[config.mk]
export PLATFORM = sky130hd
export DESIGN_NAME = vid_cnt_match
export DESIGN_NICKNAME = d
export VERILOG_FILES = /design/src/rtl/vid_pkg.sv /design/src/rtl/cmp_chan.sv /design/src/rtl/vid_cnt_match.sv
export SDC_FILE = /design/constraint.sdc
export NUM_CORES = 1
export LEC_CHECK = 0
export CAP_MARGIN = 20
export CORE_MARGIN = 3
export CORE_UTILIZATION = 40
export DETAILED_ROUTE_END_ITERATION = 7
export HOLD_SLACK_MARGIN = 0.06
export SETUP_SLACK_MARGIN = 0.15
export SYNTH_ARGS = -nofsm -noshare
export SYNTH_HDL_FRONTEND = slang
export SYNTH_SLANG_ARGS = --single-unit
[constraint.sdc]
create_clock -name sys_clk -period 1.7 [get_ports sys_clk]
set_input_delay 0.425 -clock sys_clk [delete_from_list [all_inputs] [get_ports sys_clk]]
set_output_delay 0.425 -clock sys_clk [all_outputs]
set_load 0.02 [all_outputs]
[src/rtl/vid_pkg.sv]
// vid_pkg: shared types and address helpers for the video counter/compare block
package vid_pkg;
  typedef enum logic {MODE_PULSE = 1'b0, MODE_TOGGLE = 1'b1} mode_t;
  function automatic int unsigned period_addr(int unsigned nch);
    return nch;
  endfunction
endpackage

[src/rtl/cmp_chan.sv]
// cmp_chan: one compare channel with registered match pulse and toggle level
module cmp_chan
  import vid_pkg::*;
#(
  parameter int WIDTH = 11
) (
  input  logic             sys_clk,
  input  logic             reset,
  input  logic [WIDTH-1:0] count,
  input  logic             en_eval,
  input  logic             restart,
  input  logic             sel,
  input  logic [WIDTH-1:0] wr_data,
  input  logic             wr_mode,
  output logic             match,
  output logic             level
);
  logic [WIDTH-1:0] cmp;
  mode_t mode;
  logic hit;
  // compares against the pre-write cmp so a new value takes effect next edge
  assign hit = en_eval && (count == cmp);
  always_ff @(posedge sys_clk) begin
    if (reset) begin
      cmp   <= '1;
      mode  <= MODE_PULSE;
      match <= 1'b0;
      level <= 1'b0;
    end else begin
      if (sel) begin
        cmp  <= wr_data;
        mode <= mode_t'(wr_mode);
      end
      match <= hit;
      level <= (restart || sel || mode == MODE_PULSE) ? 1'b0 : level ^ hit;
    end
  end
endmodule

[src/rtl/vid_cnt_match.sv]
// vid_cnt_match: programmable-period video counter shared by NCH equality-decode channels
module vid_cnt_match
  import vid_pkg::*;
#(
  parameter int WIDTH = 11,
  parameter int NCH = 4,
  localparam int AW = $clog2(NCH + 1)
) (
  input  logic             sys_clk,
  input  logic             reset,
  input  logic             en,
  input  logic             restart,
  input  logic             wr,
  input  logic [AW-1:0]    wr_addr,
  input  logic [WIDTH-1:0] wr_data,
  input  logic             wr_mode,
  output logic [WIDTH-1:0] count,
  output logic             wrap,
  output logic [NCH-1:0]   match,
  output logic [NCH-1:0]   level
);
  logic [WIDTH-1:0] period;
  logic wrap_cond;
  logic en_eval;
  // the all-ones escape keeps a period written below count from locking up
  assign wrap_cond = (count == period) || (count == '1);
  assign en_eval = en && !restart;
  always_ff @(posedge sys_clk) begin
    if (reset) begin
      count  <= '0;
      wrap   <= 1'b0;
      period <= '1;
    end else begin
      if (wr && wr_addr == AW'(period_addr(NCH))) period <= wr_data;
      count <= restart ? '0 : !en ? count : wrap_cond ? '0 : count + 1'b1;
      wrap  <= en_eval && wrap_cond;
    end
  end
  for (genvar i = 0; i < NCH; i++) begin : g_chan
    cmp_chan #(.WIDTH(WIDTH)) u_chan (
      .sys_clk (sys_clk),
      .reset   (reset),
      .count   (count),
      .en_eval (en_eval),
      .restart (restart),
      .sel     (wr && wr_addr == AW'(i)),
      .wr_data (wr_data),
      .wr_mode (wr_mode),
      .match   (match[i]),
      .level   (level[i])
    );
  end
endmodule

* Yosys cells after proc, flatten, opt, wreduce, memory -nomap -nowiden
Index checks and enable logic that the tools add are counted.
** Operators by class
- Divide/modulo/power cells :: 0
- Bitwise gates (word level) :: 8
- Muxes and demuxes :: 1
- Equal/unequal tests :: 10
- Shift operators :: 0
- Add/subtract/negate cells :: 1
- Reduce and logical (&&, ||, !) cells :: 27
- $mul :: 0
- $lt $le $gt $ge :: 0
** Operator list (count)
- equality test 11 bit :: 5
- adder 11 x 1 -> 11 bit (second input constant) :: 1
- equality test 11 bit (second input constant) :: 1
- logical AND 1 bit :: 11
- two-way mux 11 bit :: 1
- OR reduction 2 bit :: 5
- logical OR 1 bit :: 9
- equality test 3 x 2 -> 1 bit (second input constant) :: 2
- NOT 1 bit :: 4
- XOR 1 bit :: 4
- equality test 3 x 1 -> 1 bit (second input constant) :: 1
- equality test 3 bit (second input constant) :: 1
- logical NOT 3 bit :: 1
- logical NOT 1 bit :: 1
** Storage, ports and cells
- Latch bits :: 0
- Logic and storage cells :: 66
- Register bits :: 79
- Output and inout port bits :: 20
- Bits in read-only memories :: 0
- Memories kept :: 0
- Memory bits (writable) :: 0

* Longest topological paths before layout
- Depth after elaboration :: 5
- Mapped depth :: 7
- Depth with buffers taken out :: 6

* Hierarchy
A second synthesis with hierarchy kept.
** Second synthesis, totals
- Cell total of the unflattened synthesis :: 378
- Area total of the unflattened synthesis :: 3633.5 um2
** By module, submodules not included
- cmp_chan :: cells each 60, area each 618.1 um2, instances 4, sequential area each 280.3 um2
- vid_cnt_match :: cells each 138, area each 1161.1 um2, instances 1, sequential area each 460.4 um2

* Worst setup path after synthesis
Ideal clock, no wire load.
- Kind :: flip-flop to flip-flop
- From :: register count[5]
- To :: register count[3]
- Slack :: 0.109 ns
- Stages on the path, launching flop included :: 7
- Arrival :: 1.461 ns
- Library setup time :: 0.130 ns
- Period minus slack after synthesis :: 1.591 ns
- Cell sequence :: dfxtp_1 buf_2 and3_2 and3_1 nand2_1 a21boi_4 nor3_1
** On the way
- Word-level cells in the longest chain between the ends :: 3
** Ends and longest elaborated chain
- from (decl) :: line vid_cnt_match.sv:17 : output logic [WIDTH-1:0] count,
- from (signal assigned) :: line vid_cnt_match.sv:35 : count <= restart ? '0 : !en ? count : wrap_cond ? '0 : count + 1'b1;
- equality test 11 bit :: line vid_cnt_match.sv:26 : assign wrap_cond = (count == period) || (count == '1);
- logical OR 1 bit (*) :: line vid_cnt_match.sv:26
- two-way mux 11 bit (*) :: line vid_cnt_match.sv:35
Mark *: on every way between the ends. The rest lies on a longest branch, timed or not.
A chain may end at the register's enable or synchronous reset.

* Worst setup path after layout
- From :: register count[3]
- To :: register count[2]
The elaborated chain is that of the path after synthesis.

==> results.sh <==
export IMPL_crit_required_ps=1930
export IMPL_slowest_stage="dfxtp_4"
export IMPL_slowest_delay_ps=380
export IMPL_grt_pass1_vias=2973
export IMPL_routedWlPerCell_um=16.59
export IMPL_path_cells="xor2_1 -> nor4_2 -> nand3_2 -> buf_4 -> nand4b_1 -> a31oi_1"
export IMPL_crit_fanout=5
export IMPL_finalHoldViolations=0
export IMPL_drt_iter0_drc=219
export IMPL_synthDistinctLibCells=34
export IMPL_ant_nets=0
export IMPL_layout_commonest_cell="nand2_1"
export IMPL_slew_headroom_pct=74.42
export IMPL_drv_slew=0
export IMPL_fp_dieH_um=103.3
export IMPL_grt_usage_pct=19.70
export IMPL_final_cell_mix="99 x nand2_1, 71 x dfxtp_1, 50 x xnor2_1, 48 x buf_4, 46 x nand3b_1"
export IMPL_hp_class="register to register"
export IMPL_nets=522
export IMPL_num_rows=34
export IMPL_r2r_end="count[2]"
export IMPL_drive_gt1_share_pct=21.54
export IMPL_core_um2=8976
export IMPL_dieArea_um2=10670
export IMPL_cts_hold_buf=0
export IMPL_route_detailed_drc=0
export IMPL_io_buffers=39
export IMPL_path_buf_inv=1
export IMPL_ys_ff_latch=79
export IMPL_viasPerCell=4.976
export IMPL_max_vdd_ir_drop_v=0.0004889
export IMPL_initial_utilization_pct=42.19
export IMPL_end_kind="register"
export IMPL_finalCritPeriodShare_pct=91.10
export IMPL_yosysWarnings=0
export IMPL_synthesis_area_per_instance_um2=8.767
export IMPL_reg2reg_slack_ps=150
export IMPL_ioPinCount=40
export IMPL_gr_usage_met1_pct=28.87
export IMPL_grt_pass1_wl_um=15610
export IMPL_path_clk_slew_ps=80
export IMPL_arrival_ps=1780
export IMPL_critPathKind="register to register"
export IMPL_synth_cell_area_um2=3787
export IMPL_area_sequential_um2=1597
export IMPL_grt_most_used_layer="met2"
export IMPL_insertion_delay_ps=350
export IMPL_htreeDepth=3
export IMPL_seq_area_frac_synth_pct=41.76
export IMPL_min_from="g_chan[3].u_chan.mode"
export IMPL_fin_crit_ps=1549
export IMPL_antenna_found_initial=0
export IMPL_power_leakage_nw=2.003
export IMPL_firstDrtPassIters=4
export IMPL_status="complete, no violations"
export IMPL_use_met2_pct=29.35
export IMPL_place_congestion=0.8548
export IMPL_fmax_ghz=0.6457
export IMPL_cts_sinks=79
export IMPL_setup_viol=0
export IMPL_synthesis_nets=453
export IMPL_rsz0062_at_grt="true"
export IMPL_multi_input_area_um2=2057
export IMPL_cellPowerDensity_nw_per_um2=807.3
export IMPL_numCtsBuffers=9
export IMPL_finalHoldWorstSlack_ps=453.3
export IMPL_maxCapViolations=0
export IMPL_worst_pin_slew_ps=382.4
export IMPL_synthCells=432
export IMPL_met3_usage_pct=3.756
export IMPL_dieWidth_um=103.3
export IMPL_globalRouteOverflowTotal=0
export IMPL_clock_path_buffers=2
export IMPL_holdPathEnd="g_chan[3].u_chan.level"
export IMPL_syn_to_final_growth_pct=29.93
export IMPL_cts_tree="built"
export IMPL_fin_skew_ps=9.315
export IMPL_routed_via_count=3145
export IMPL_diodes=0
export IMPL_crit_path_start_kind="register"
export IMPL_clockRootBuffer="clkbuf_8"
export IMPL_critPathTopFamily="simple AND/OR/NAND/NOR gates"
export IMPL_grt_max_degree=25
export IMPL_fill_cells=831
export IMPL_routed_wl_um=10490
export IMPL_holdPathStages=2
export IMPL_hpwl_um=7294
export IMPL_power_mw=3.973
export IMPL_r2r_cells=6
export IMPL_reg2reg_from="count[3]"
[sequential cells by signal, summed over array words and instances, names as in the netlist]
| register | cells |
|---|---|
| g_chan.u_chan.level | 4 |
| g_chan.u_chan.match | 4 |
| wrap | 1 |
| g_chan.u_chan.mode | 4 |
| g_chan.u_chan.cmp | 44 |
| count | 11 |
| period | 11 |
[how the worst max path moves through the flow]
stage | start | endpoint | slack [ps] | cells past startpoint
after global placement | restart | g_chan[2].u_chan.level | -260 | 6
after detailed placement | en | g_chan[2].u_chan.level | -250 | 6
after floorplan | wr_addr[2] | g_chan[1].u_chan.mode | 160 | 7
final | count[3] | count[2] | 150 | 6
after CTS | count[7] | count[7] | 110 | 1
after global routing | count[3] | wrap | 60 | 5
[worst register-to-register path, cell delays in order (launching register included)]
cell	delay, ps
dfxtp_4	380
xor2_1	150
nor4_2	310
nand3_2	220
buf_4	210
nand4b_1	90
a31oi_1	80
[synthesized netlist by cell type]
| cell | instances | area share (%) |
|---|---|---|
| nand2_1 | 101 | 10 |
| dfxtp_1 | 79 | 42 |
| xnor2_1 | 51 | 12 |
| nand3b_1 | 46 | 9.1 |
| clkbuf_1 | 15 | 1.5 |
| nand4_1 | 14 | 2.3 |
| nor3_1 | 14 | 1.9 |
| xor2_1 | 13 | 3.0 |
| buf_4 | 12 | 2.4 |
| a211o_1 | 11 | 2.5 |
| nor2b_1 | 11 | 1.8 |
| nand3_1 | 9 | 1.2 |
| nor2_1 | 9 | 0.89 |
| buf_2 | 8 | 1.1 |
| a21oi_1 | 5 | 0.66 |
| nor4_1 | 4 | 0.66 |
| and3_1 | 3 | 0.50 |
| buf_6 | 3 | 0.89 |
| nand2b_1 | 3 | 0.50 |
| a31oi_1 | 2 | 0.33 |
| and2_1 | 2 | 0.33 |
| and2b_1 | 2 | 0.40 |
| and3_2 | 2 | 0.40 |
| nand4b_1 | 2 | 0.46 |
| xor2_2 | 2 | 0.86 |
| a21boi_4 | 1 | 0.50 |
| and3b_1 | 1 | 0.23 |
| ha_1 | 1 | 0.33 |
| mux2i_1 | 1 | 0.26 |
| nand3_2 | 1 | 0.26 |
| nor2_2 | 1 | 0.17 |
| nor4_2 | 1 | 0.33 |
| nor4_4 | 1 | 0.56 |
| or2_2 | 1 | 0.17 |
[final cells by class]
type / instances / share of cell area (%)
Tap cell: 126 / 3.204
Clock buffer: 10 / 2.593
Clock inverter: 6 / 2.212
Sequential cell: 79 / 32.44
Multi-Input combinational cell: 316 / 41.80
Timing Repair Buffer: 95 / 17.75
[power breakdown]
| part | internal, mW | leakage (nW) | switching, mW |
|---|---|---|---|
| logic | 0.184 | 1.23 | 0.174 |
| clock network | 0.974 | 0.120 | 0.707 |
| registers | 1.90 | 0.648 | 0.0360 |
[what timing repair did]
item	4_1_cts	5_1_grt
setup endpoints to repair	33	75
resized for setup	31	28
buffers inserted	0	4
pin swaps	0	13
cloned	0	4
[per-stage QoR]
| stage | setup TNS [ps] | util (%) | cell area [um^2] | worst slack, ps | instances |
|---|---|---|---|---|---|
| 2_1_floorplan | 0 | - | 3806 | 161.7 | 432 |
| 3_3_place_gp | -9661 | 50.45 | 4528 | -262.7 | 608 |
| 3_5_place_dp | -10810 | 50.45 | 4528 | -249.5 | 608 |
| 4_1_cts | 0 | 52.96 | 4753 | 109.6 | 624 |
| 5_1_grt | 0 | 54.82 | 4921 | 58.47 | 632 |
| 6_report | 0 | 54.82 | 4921 | 151.4 | 632 |
[per-layer routing]
layer | vias to the layer above | share of wire, %
li1 | 1566 | -
met1 | 1471 | 47
met2 | 93 | 45
met3 | 15 | 6.6
met4 | 0 | 1.8
met5 | - | 0
[cell families after synthesis]
| family | count (synthesis) | synth area share, % |
|---|---|---|
| AOI/OAI and AO/OA | 19 | 4.030 |
| xor gates and xnor gates | 66 | 15.66 |
| adders and majority gates | 1 | 0.3303 |
| buffers and inverters | 38 | 5.814 |
| DFF | 79 | 41.76 |
| muxes | 1 | 0.2643 |
| and+or+nand+nor | 228 | 32.14 |
(Power assumes the default switching activity.)
